**src/rtl/press_pkg.sv**
```systemverilog
// Shared types and constants for the press generator and press detector.
package press_pkg;

  typedef enum logic [1:0] {
    IDLE = 2'd0,
    HOLD = 2'd1,
    GAP  = 2'd2
  } press_gen_state_t;

  localparam int unsigned PRESS_GEN_GAP_DEFAULT = 4;

endpackage

```
**src/rtl/cycle_down_counter.sv**
```systemverilog
// Loadable down-counter with an is_one flag for terminal-cycle detection.
module cycle_down_counter #(
  parameter int unsigned W = 8
) (
  input  logic         clk,
  input  logic         resetn,
  input  logic         load_i,
  input  logic [W-1:0] load_val_i,
  input  logic         en_i,
  output logic         is_one_o
);

  logic [W-1:0] cnt_q;

  always_ff @(posedge clk) begin
    if (!resetn) begin
      cnt_q <= '0;
    end else if (load_i) begin
      cnt_q <= load_val_i;
    end else if (en_i) begin
      cnt_q <= cnt_q - W'(1);
    end
  end

  assign is_one_o = (cnt_q == W'(1));

endmodule

```
**src/rtl/press_generator.sv**
```systemverilog
// Emits button-style press waveforms (hold, then guaranteed gap) on request.
// Optional multi-press bursts are enabled by defining PRESS_GEN_BURST_EN.
module press_generator
  import press_pkg::*;
#(
  parameter int unsigned HOLD_W     = 8,
  parameter int unsigned CNT_W      = 4,
  parameter int unsigned GAP_CYCLES = PRESS_GEN_GAP_DEFAULT
) (
  input  logic              clk,
  input  logic              resetn,
  input  logic              NC,
  input  logic              req_valid,
  output logic              req_ready,
  input  logic [HOLD_W-1:0] req_hold,
  input  logic [CNT_W-1:0]  req_count,
  output logic              line,
  output logic              busy,
  output logic              done
);

  press_gen_state_t state_q, state_d;
  logic              pressed_q, pressed_d;
  logic              done_q, done_d;
  logic [HOLD_W-1:0] hold_len_q, hold_len_d;
  logic [HOLD_W-1:0] req_hold_eff;
  logic [HOLD_W-1:0] hold_load_val;
  logic              hold_load, hold_en, hold_is_one;
  logic              gap_load, gap_en, gap_is_one;

  assign req_hold_eff = (req_hold == '0) ? HOLD_W'(1) : req_hold;

`ifdef PRESS_GEN_BURST_EN
  logic [CNT_W-1:0] req_count_eff;
  logic             left_load, left_en, left_is_one;

  assign req_count_eff = (req_count == '0) ? CNT_W'(1) : req_count;

  // left never drops below 1 while busy, so "left > 1" reduces to !is_one
  cycle_down_counter #(.W(CNT_W)) u_left_cnt (
    .clk        (clk),
    .resetn     (resetn),
    .load_i     (left_load),
    .load_val_i (req_count_eff),
    .en_i       (left_en),
    .is_one_o   (left_is_one)
  );
`else
  logic unused_req_count;
  assign unused_req_count = ^req_count;
`endif

  cycle_down_counter #(.W(HOLD_W)) u_hold_cnt (
    .clk        (clk),
    .resetn     (resetn),
    .load_i     (hold_load),
    .load_val_i (hold_load_val),
    .en_i       (hold_en),
    .is_one_o   (hold_is_one)
  );

  cycle_down_counter #(.W(HOLD_W)) u_gap_cnt (
    .clk        (clk),
    .resetn     (resetn),
    .load_i     (gap_load),
    .load_val_i (HOLD_W'(GAP_CYCLES)),
    .en_i       (gap_en),
    .is_one_o   (gap_is_one)
  );

  always_comb begin
    state_d       = state_q;
    hold_len_d    = hold_len_q;
    hold_load     = 1'b0;
    hold_load_val = hold_len_q;
    hold_en       = 1'b0;
    gap_load      = 1'b0;
    gap_en        = 1'b0;
    done_d        = 1'b0;
`ifdef PRESS_GEN_BURST_EN
    left_load     = 1'b0;
    left_en       = 1'b0;
`endif
    unique case (state_q)
      IDLE: begin
        if (req_valid) begin
          state_d       = HOLD;
          hold_len_d    = req_hold_eff;
          hold_load     = 1'b1;
          hold_load_val = req_hold_eff;
`ifdef PRESS_GEN_BURST_EN
          left_load     = 1'b1;
`endif
        end
      end
      HOLD: begin
        hold_en = 1'b1;
        if (hold_is_one) begin
          state_d  = GAP;
          gap_load = 1'b1;
        end
      end
      GAP: begin
        gap_en = 1'b1;
        if (gap_is_one) begin
`ifdef PRESS_GEN_BURST_EN
          if (!left_is_one) begin
            state_d   = HOLD;
            hold_load = 1'b1;
            left_en   = 1'b1;
          end else
`endif
          begin
            state_d = IDLE;
            done_d  = 1'b1;
          end
        end
      end
      default: state_d = IDLE;
    endcase
    pressed_d = (state_d == HOLD);
  end

  always_ff @(posedge clk) begin
    if (!resetn) begin
      state_q    <= IDLE;
      pressed_q  <= 1'b0;
      done_q     <= 1'b0;
      hold_len_q <= '0;
    end else begin
      state_q    <= state_d;
      pressed_q  <= pressed_d;
      done_q     <= done_d;
      hold_len_q <= hold_len_d;
    end
  end

  assign req_ready = (state_q == IDLE);
  assign busy      = (state_q != IDLE);
  assign done      = done_q;
  assign line      = pressed_q ^ NC;

endmodule

```
**config.mk**
```make
export PLATFORM = sky130hd
export DESIGN_NAME = press_generator
export DESIGN_NICKNAME = d
export VERILOG_FILES = /design/src/rtl/press_pkg.sv /design/src/rtl/cycle_down_counter.sv /design/src/rtl/press_generator.sv
export SDC_FILE = /design/constraint.sdc
export NUM_CORES = 1
export LEC_CHECK = 0
export ABC_AREA = 1
export CAP_MARGIN = 15
export CORE_ASPECT_RATIO = 0.9
export CORE_UTILIZATION = 27
export DETAILED_ROUTE_END_ITERATION = 8
export MAX_ROUTING_LAYER = met4
export PLACE_DENSITY_LB_ADDON = 0.3
export SYNTH_ARGS = -nofsm -noshare
export SYNTH_HDL_FRONTEND = slang
export SYNTH_SLANG_ARGS = --single-unit
```
**constraint.sdc**
```tcl
create_clock -name clk -period 1.45 [get_ports clk]
set_input_delay 0.29 -clock clk [delete_from_list [all_inputs] [get_ports clk]]
set_output_delay 0.29 -clock clk [all_outputs]
set_load 0.01 [all_outputs]
```
==> reports/qor.log, run 1 <==
INFO  run_status     outcome=complete, no violations
INFO  worst_setup_path critical_path_peak_fanout=1
INFO  final_layout   finalNonFillerCells=250
INFO  route          drtAntennaViolNets=0
INFO  yosys          syn_inst=174
INFO  yosys          synth_fp_nets=194
INFO  worst_setup_path crit_required=1.16ns
INFO  route          route.met3.wl=97um
INFO  final_layout   num-nets-final=223
INFO  die            fp.dieH=64.62um
INFO  die            floorplan.rows=22
INFO  route          avgRoutedWirePerCell=9.756um
INFO  die            num_io_pins=20
INFO  worst_setup_path cp-start-kind=flip-flop
INFO  power          power_switching=456.0uW
INFO  sta            tns=0ns
INFO  yosys          post_synth_instance_area=0.001176mm2
INFO  die            start_util=0.2848
INFO  yosys          synth_cell_type_count=26
INFO  placement      dp_hpwl=1901um
INFO  cts            clk_latency=0.26ns
INFO  yosys          synth.avg_cell_area=6.759um2
INFO  sta            slew_violations=0
INFO  cts            cts_bufs_inserted=3
INFO  die            core_area=0.004129mm2
INFO  yosys          xor_and_xnor_area_share_after_synthesis=0.02234
INFO  route          top_signal_layer_used=met4
INFO  power          combPwrFrac=0.282
INFO  grt            initial_antenna_violation_count=0
INFO  worst_setup_path reg2reg_depth=7
INFO  route          vias=1,081
INFO  sta            relative_slew_margins=0.7250
INFO  yosys          post_synth_and_or_nand_nor_area_fraction=0.3415
INFO  worst_setup_path path_cells=clkdlybuf4s50_1
INFO  yosys          synth_fa_ha_area_frac=0.04255
INFO  cts            clock_tree_from_tritoncts=yes
INFO  placement      placement.io_buffers=15
INFO  placement      placed_instance_count=246
INFO  cts            postCtsHoldBufs=0
INFO  worst_setup_path worstReg2RegStart=u_hold_cnt.cnt_q[1]
INFO  route          post_detailed_routing_wire_length=2439um
INFO  route          met1_length=1298um
INFO  sta            fin_skew=0.004814ns
INFO  yosys          yosys_register_bits=20
INFO  worst_setup_path cell_with_the_biggest_individual_delay_on_the_critical_path=sky130_fd_sc_hd__clkdlybuf4s50_1
INFO  power          pwr-share-seq=0.432
INFO  final_layout   n_antenna_cell=0
INFO  die            chipWidth=71.57um
INFO  sta            timing.final.setup_violations=0
INFO  die            fp.dieArea=0.004625mm2
INFO  sta            unrepaired_setup_endpoints_after_global_routing=false
INFO  sta            finalHoldViolations=0
INFO  worst_setup_path critical_path_depth=1
INFO  sta            finalHoldWorstSlack=0.4883ns
INFO  sta            time_the_final_worst_path_needs_with_i_o_delays_and_setup=1.385ns
INFO  yosys          yosys-mux-area-fraction=0
INFO  hold_path      worstHoldPathType=flip-flop to flip-flop
INFO  worst_setup_path max_stage_delay=0.52ns
INFO  flow_run       max_cap_viols=0
INFO  cts            clkTransAtPathRegs=0.07ns
INFO  worst_setup_path cp-startpoint=done
INFO  power          clockPowerShare=0.286
INFO  grt            vias_in_the_first_global_route=1,040
INFO  route          wl_met2=987um
INFO  sta            achievable-frequency=722.1MHz
INFO  worst_setup_path timing.critical_path.max_delay_family=buffers and inverters
INFO  cts            clock-sinks=20
INFO  route          drt-vias-per-instance=4.324
INFO  power          total_leakage_power=0.0006341uW
INFO  cts            cts_setup_buffers=0
INFO  route          first_pass_iters=4
INFO  worst_setup_path critical_path_buf_inv_count=1
INFO  power          netSwitchingFraction=0.3085
INFO  cts            clockRootBuffer=sky130_fd_sc_hd__clkbuf_8
INFO  route          drtIter0Drc=56
INFO  final_layout   flow.area_growth_from_synthesis=28.94%
INFO  grt            global_route_wire_length_before_repair=4388um
INFO  worst_setup_path critPathKind=flip-flop to output pin
INFO  yosys          main_combinational_cell_family_by_area_after_synthesis=simple AND/OR/NAND/NOR gates
INFO  yosys          synth_seq_area_share=0.3404
INFO  grt            grt_max_degree=13
INFO  placement      gpl.final_weighted_congestion=0.7886
INFO  power          internal_power=1022uW
INFO  worst_setup_path crit_path_end=done
INFO  yosys          synth-compound-area-share=0.1479
INFO  yosys          ys.warnings.count=0
INFO  power          total_power=1478uW
INFO  grt            grt.overflow.total=0
INFO  route          drc=0
INFO  final_layout   finish.utilization=0.3673
INFO  cts            max-clock-path-buffers=2
INFO  worst_setup_path data_arrival_time_of_the_worst_path=1.09ns
INFO  final_layout   layout-drive-gt1-share=0.1881
INFO  cts            ctsHtreeMaxLevel=1
INFO  power          power.ir.vdd_worst=0.0003397V
INFO  grt            globalRouteTotalUtil=0.1228
INFO  worst_setup_path worst_setup_path_end_kind=output pin
INFO  worst_setup_path timing.rr.end=state_q[1]
INFO  sta            fin_crit_sh=0.9550
INFO  worst_setup_path r2r_slack=0.13ns
INFO  power          pwr_density_cell=974.8mW/mm2
INFO  sta            worst_pin_slew=0.4121ns
==> how the worst min path moves through the flow <==
stage,start,endpoint,slack (ns),depth (start not counted)
2_1_floorplan,resetn,u_hold_cnt.cnt_q[2],0.39,2
3_3_place_gp,u_gap_cnt.cnt_q[1],u_gap_cnt.cnt_q[1],0.47,2
3_5_place_dp,u_gap_cnt.cnt_q[1],u_gap_cnt.cnt_q[1],0.48,2
4_1_cts,u_gap_cnt.cnt_q[1],u_gap_cnt.cnt_q[1],0.49,2
5_1_grt,u_gap_cnt.cnt_q[0],u_gap_cnt.cnt_q[0],0.51,2
6_report,u_gap_cnt.cnt_q[1],u_gap_cnt.cnt_q[1],0.49,2
==> kinds of logic (layout without fill, tap and decap cells) <==
family | count (synthesis) | after routing
AO/OA/AOI/OAI | 30 | 30
XOR/XNOR | 3 | 3
adder cells (fa/ha/maj) | 4 | 4
buffers and inverters | 33 | 61
flip-flops | 20 | 20
AND/OR/NAND/NOR | 84 | 84
==> per-stage QoR <==
step / area [um2] / setup slack, ns
finish: 1516 / 0.06519
global route: 1516 / 0.007577
CTS: 1519 / 0.01692
detailed placement: 1461 / -0.2752
global placement: 1461 / -0.2794
floorplan: 1176 / 0.2728
==> cell usage in the layout (no fill, tap or decap), types with 3 or more instances in the layout <==
cell and count:
sky130_fd_sc_hd__a21oi_1 11, sky130_fd_sc_hd__buf_4 11, sky130_fd_sc_hd__clkbuf_8 4, sky130_fd_sc_hd__clkdlybuf4s50_1 12
sky130_fd_sc_hd__dfxtp_1 18, sky130_fd_sc_hd__ha_1 4, sky130_fd_sc_hd__inv_1 24, sky130_fd_sc_hd__inv_2 7
sky130_fd_sc_hd__nand2_1 43, sky130_fd_sc_hd__nand3_1 10, sky130_fd_sc_hd__nand4_1 3, sky130_fd_sc_hd__nor2_1 16
sky130_fd_sc_hd__nor2_4 4, sky130_fd_sc_hd__o21ai_1 9, sky130_fd_sc_hd__xor2_1 3
==> power groups by stage <==
stage                     sequential, uW  combinational, uW  clock [uW]
after global placement               649                421           0
after global routing                 645                485         457
after detailed placement             650                425           0
after CTS                            638                420         436
after floorplan                      642                276           0
final                                638                417         423
==> registers in the layout, indices dropped and copies added (netlist names) <==
signal / cells
done: 1
pressed_q: 1
state_q: 2
u_gap_cnt.cnt_q: 8
u_hold_cnt.cnt_q: 8
==> per-layer routing <==
layer	global-route usage	up-vias
met5	-	-
met4	0.05882	0
met3	0.01555	5
met1	0.1619	447
li1	-	606
met2	0.1869	23
==> area by class of cell <==
cell class	count	area (um2)
inverters	31	116.4
well taps	48	60.06
flip-flops and latches	20	405.4
clock buffers	4	55.05
fillers	429	2613
repair buffers	26	225.2
multi-input cells	121	654.4
==> tightest hold or removal path, cell delays in order, from the launching register on <==
cell	delay, ns
sky130_fd_sc_hd__dfxtp_1	0.33
sky130_fd_sc_hd__nand2_1	0.06
sky130_fd_sc_hd__a21oi_1	0.05
==> repair_timing <==
item                                    4_1_cts  5_1_grt
gates resized for setup                       7        2
pin swaps                                     0        0
endpoints found under the setup margin        3        3
==> synth_stat cells <==
cell,count,area (um2)
sky130_fd_sc_hd__nand2_1,43,161.4
sky130_fd_sc_hd__inv_1,24,90.09
sky130_fd_sc_hd__dfxtp_1,20,400.4
sky130_fd_sc_hd__nor2_1,17,63.81
sky130_fd_sc_hd__a21oi_1,11,55.05
sky130_fd_sc_hd__nand3_1,10,50.05
sky130_fd_sc_hd__o21ai_1,9,45.04
sky130_fd_sc_hd__inv_2,7,26.28
sky130_fd_sc_hd__ha_1,4,50.05
sky130_fd_sc_hd__nor2_4,4,45.04
sky130_fd_sc_hd__nand4_1,3,18.77
sky130_fd_sc_hd__xor2_1,3,26.28
sky130_fd_sc_hd__a211oi_1,2,15.01
sky130_fd_sc_hd__a21oi_2,2,17.52
sky130_fd_sc_hd__a31oi_1,2,12.51
sky130_fd_sc_hd__clkbuf_1,2,7.510
sky130_fd_sc_hd__nand2_2,2,12.51
sky130_fd_sc_hd__nand3_2,1,10.01
sky130_fd_sc_hd__nand3_4,1,17.52
sky130_fd_sc_hd__nand3b_2,1,11.26
sky130_fd_sc_hd__nor3_1,1,5.000
sky130_fd_sc_hd__o211ai_1,1,7.510
sky130_fd_sc_hd__o21ai_0,1,5.000
sky130_fd_sc_hd__o21ai_2,1,8.760
sky130_fd_sc_hd__o21bai_1,1,7.510
sky130_fd_sc_hd__or2_1,1,6.260
Note: power is estimated with default switching activity, not from simulation.
==> run 2: changes to the inputs <==
Settings changed: GPL_ROUTABILITY_DRIVEN set to 0.
==> results of run 2 <==
No change in the layout: final DEF, timing and power equal those of run 1.
==> run 3: changes to the inputs <==
--- a/constraint.sdc
+++ b/constraint.sdc
@@ -3,2 +3,2 @@
 set_output_delay 0.29 -clock clk [all_outputs]
-set_load 0.01 [all_outputs]
+set_load 0.1 [all_outputs]
==> reports/qor.log, run 3 (same netlist as run 1, synthesis figures left out) <==
INFO  run_status     outcome=complete, no violations [unchanged]
INFO  grt            global_route_wire_length_before_repair=4360um [was 4388 um]
INFO  sta            achievable-frequency=765.6MHz [was 722.1 MHz]
INFO  worst_setup_path crit_required=1.16ns [about the same]
INFO  final_layout   layout-drive-gt1-share=0.1837 [was 0.1881]
INFO  grt            vias_in_the_first_global_route=1,034 [was 1,040]
INFO  placement      placement.cell_area=0.001490mm2 [was 0.001461 mm2]
INFO  power          total_leakage_power=0.0006297uW [was 0.0006341 uW]
INFO  final_layout   mostFrequentLayoutCells=42 x sky130_fd_sc_hd__nand2_1, 24 x sky130_fd_sc_hd__inv_1, 18 x sky130_fd_sc_hd__dfxtp_1 [was 43 x sky130_fd_sc_hd__nand2_1, 24 x sky130_fd_sc_hd__inv_1, 18 x sky130_fd_sc_hd__dfxtp_1]
INFO  grt            grt_max_degree=13 [unchanged]
INFO  grt            grt.busiest_layer=met2 [unchanged]
INFO  hold_path      worstHoldPathType=flip-flop to flip-flop [unchanged]
INFO  cts            clk_latency=0.25ns [was 0.26 ns]
INFO  worst_setup_path cell_with_the_biggest_individual_delay_on_the_critical_path=sky130_fd_sc_hd__dfxtp_1 [was sky130_fd_sc_hd__clkdlybuf4s50_1]
INFO  cts            clockRootBuffer=sky130_fd_sc_hd__clkbuf_8 [unchanged]
INFO  worst_setup_path cp-start-kind=flip-flop [unchanged]
INFO  route          post_detailed_routing_wire_length=2423um [was 2439 um]
INFO  die            start_util=0.2848 [unchanged]
INFO  grt            m2_gr_usage=0.1929 [was 0.1869]
INFO  sta            slew_violations=0 [unchanged]
INFO  cts            cts_setup_buffers=0 [unchanged]
INFO  hold_path      hold_path_depth=2 [unchanged]
INFO  grt            grtUsageMet3=0.01089 [was 0.01555]
INFO  final_layout   finalInstanceArea=0.001538mm2 [was 0.001516 mm2]
INFO  grt            initial_antenna_violation_count=0 [unchanged]
INFO  cts            max-clock-path-buffers=2 [unchanged]
INFO  sta            fin_skew=0.001287ns [was 0.004814 ns]
INFO  worst_setup_path crit_path_end=line [was done]
INFO  route          drtIter0Drc=49 [was 56]
INFO  sta            finalHoldViolations=0 [unchanged]
INFO  power          total_power=1540uW [was 1478 uW]
INFO  worst_setup_path critical_path_peak_fanout=1 [unchanged]
INFO  cts            clkTransAtPathRegs=0.07ns [about the same]
INFO  placement      placement.io_buffers=15 [unchanged]
INFO  worst_setup_path critical_path_buf_inv_count=1 [unchanged]
INFO  final_layout   n_antenna_cell=0 [unchanged]
INFO  worst_setup_path max_stage_delay=0.40ns [was 0.52 ns]
INFO  die            fp.dieArea=0.004625mm2 [unchanged]
INFO  die            core_area=0.004129mm2 [unchanged]
INFO  cts            clock-sinks=20 [unchanged]
INFO  final_layout   most_common_cell_after_layout_fill_and_taps_aside=sky130_fd_sc_hd__nand2_1 [unchanged]
INFO  die            chipWidth=71.57um [unchanged]
INFO  worst_setup_path reg2reg_depth=7 [unchanged]
INFO  sta            relative_slew_margins=0.7189 [was 0.7250]
INFO  cts            cts_bufs_inserted=3 [unchanged]
INFO  cts            postCtsHoldBufs=0 [unchanged]
INFO  worst_setup_path critPathKind=flip-flop to output pin [unchanged]
INFO  sta            unrepaired_setup_endpoints_after_global_routing=false [unchanged]
INFO  worst_setup_path worstReg2RegStart=u_hold_cnt.cnt_q[1] [unchanged]
INFO  grt            globalRouteTotalUtil=0.1221 [was 0.1228]
INFO  final_layout   num-nets-final=218 [was 223]
INFO  route          vias=1,081 [unchanged]
INFO  worst_setup_path r2r_slack=0.16ns [was 0.13 ns]
INFO  grt            met1_demand_to_capacity_share_in_global_routing=0.1578 [was 0.1619]
INFO  worst_setup_path timing.rr.end=u_gap_cnt.cnt_q[3] [was state_q[1]]
INFO  route          first_pass_iters=4 [unchanged]
INFO  route          avgRoutedWirePerCell=9.930um [was 9.756 um]
INFO  worst_setup_path cp-startpoint=pressed_q [was done]
INFO  sta            finalHoldWorstSlack=0.4831ns [was 0.4883 ns]
INFO  worst_setup_path path_cells=xor2_4 -> buf_12 [was clkdlybuf4s50_1]
INFO  sta            tns=0ns [unchanged]
INFO  sta            fin_crit_sh=0.9008 [was 0.9550]
INFO  sta            timing.final.setup_violations=0 [unchanged]
INFO  grt            grt.overflow.total=0 [unchanged]
INFO  worst_setup_path critical_path_depth=2 [was 1]
INFO  worst_setup_path timing.critical_path.max_delay_family=flip-flops [was buffers and inverters]
INFO  power          power.ir.vdd_worst=0.0003057V [was 0.0003397 V]
INFO  final_layout   reg.largest.list=u_gap_cnt.cnt_q: 8 flops, u_hold_cnt.cnt_q: 8 flops, state_q: 2 flops [unchanged]
INFO  worst_setup_path worst_setup_path_end_kind=output pin [unchanged]
INFO  die            floorplan.rows=22 [unchanged]
INFO  sta            worst_pin_slew=0.4212ns [was 0.4121 ns]
INFO  cts            ctsHtreeMaxLevel=1 [unchanged]
INFO  route          drt-vias-per-instance=4.430 [was 4.324]
INFO  die            num_io_pins=20 [unchanged]
INFO  worst_setup_path data_arrival_time_of_the_worst_path=1.02ns [was 1.09 ns]
INFO  flow_run       max_cap_viols=0 [unchanged]
INFO  route          drtAntennaViolNets=0 [unchanged]
INFO  route          drc=0 [unchanged]
INFO  sta            time_the_final_worst_path_needs_with_i_o_delays_and_setup=1.306ns [was 1.385 ns]
INFO  power          pwr_density_cell=1002mW/mm2 [was 974.8 mW/mm2]
INFO  die            fp.dieH=64.62um [unchanged]
INFO  cts            clock_tree_from_tritoncts=yes [unchanged]
INFO  final_layout   flow.area_growth_from_synthesis=30.74% [was 28.94%]
INFO  placement      dp_hpwl=1857um [was 1901 um]
[run 3: worst min path at each step]
stage	slack, ns	endpoint	startpoint
2_1_floorplan	0.39	u_hold_cnt.cnt_q[2]	resetn
3_3_place_gp	0.47	u_gap_cnt.cnt_q[1]	u_gap_cnt.cnt_q[1]
3_5_place_dp	0.48	u_gap_cnt.cnt_q[1]	u_gap_cnt.cnt_q[1]
4_1_cts	0.49	u_gap_cnt.cnt_q[1]	u_gap_cnt.cnt_q[1]
5_1_grt	0.52	u_gap_cnt.cnt_q[1]	u_gap_cnt.cnt_q[1]
6_report	0.48	u_gap_cnt.cnt_q[1]	u_gap_cnt.cnt_q[1]
[run 3: worst reg2reg max path: cells and delay by family (launching register included)]
kind          cells  cell delay, ns
flops             1            0.32
fa+ha+maj         1            0.16
simple gates      5            0.63
buf+inv           1            0.09
[run 3: cell type report]
cell class,count,area (um2)
Tap cell,48,60.06
Multi-Input combinational cell,121,683.2
Fill cell,457,2591
Clock buffer,3,41.29
Sequential cell,20,402.9
Timing Repair Buffer,21,234.0
Inverter,31,116.4
[run 3: metal layers]
layer  routed length, um  part of all wire
met4                  46             0.019
met2                1009              0.42
met1                1271              0.52
met5                   0                 0
met3                  94             0.039
[run 3: report_power, final]
part	internal [uW]	switching [uW]
Sequential	595	49.0
Clock	185	176
Combinational	217	318
[run 3: per-stage QoR]
stage | setup WS (ns) | utilization | std cells
3_5_place_dp | -0.06151 | 0.3609 | 241
5_1_grt | 0.02125 | 0.3724 | 244
6_report | 0.1439 | 0.3724 | 244
4_1_cts | 0.02120 | 0.3706 | 244
3_3_place_gp | -0.05549 | 0.3609 | 241
2_1_floorplan | 0.01137 | - | 174
[run 3: repair_timing]
action                     in CTS  in global routing
gates resized for setup         1                  3
setup endpoints to repair       1                  7
hold endpoints to repair        0                  0
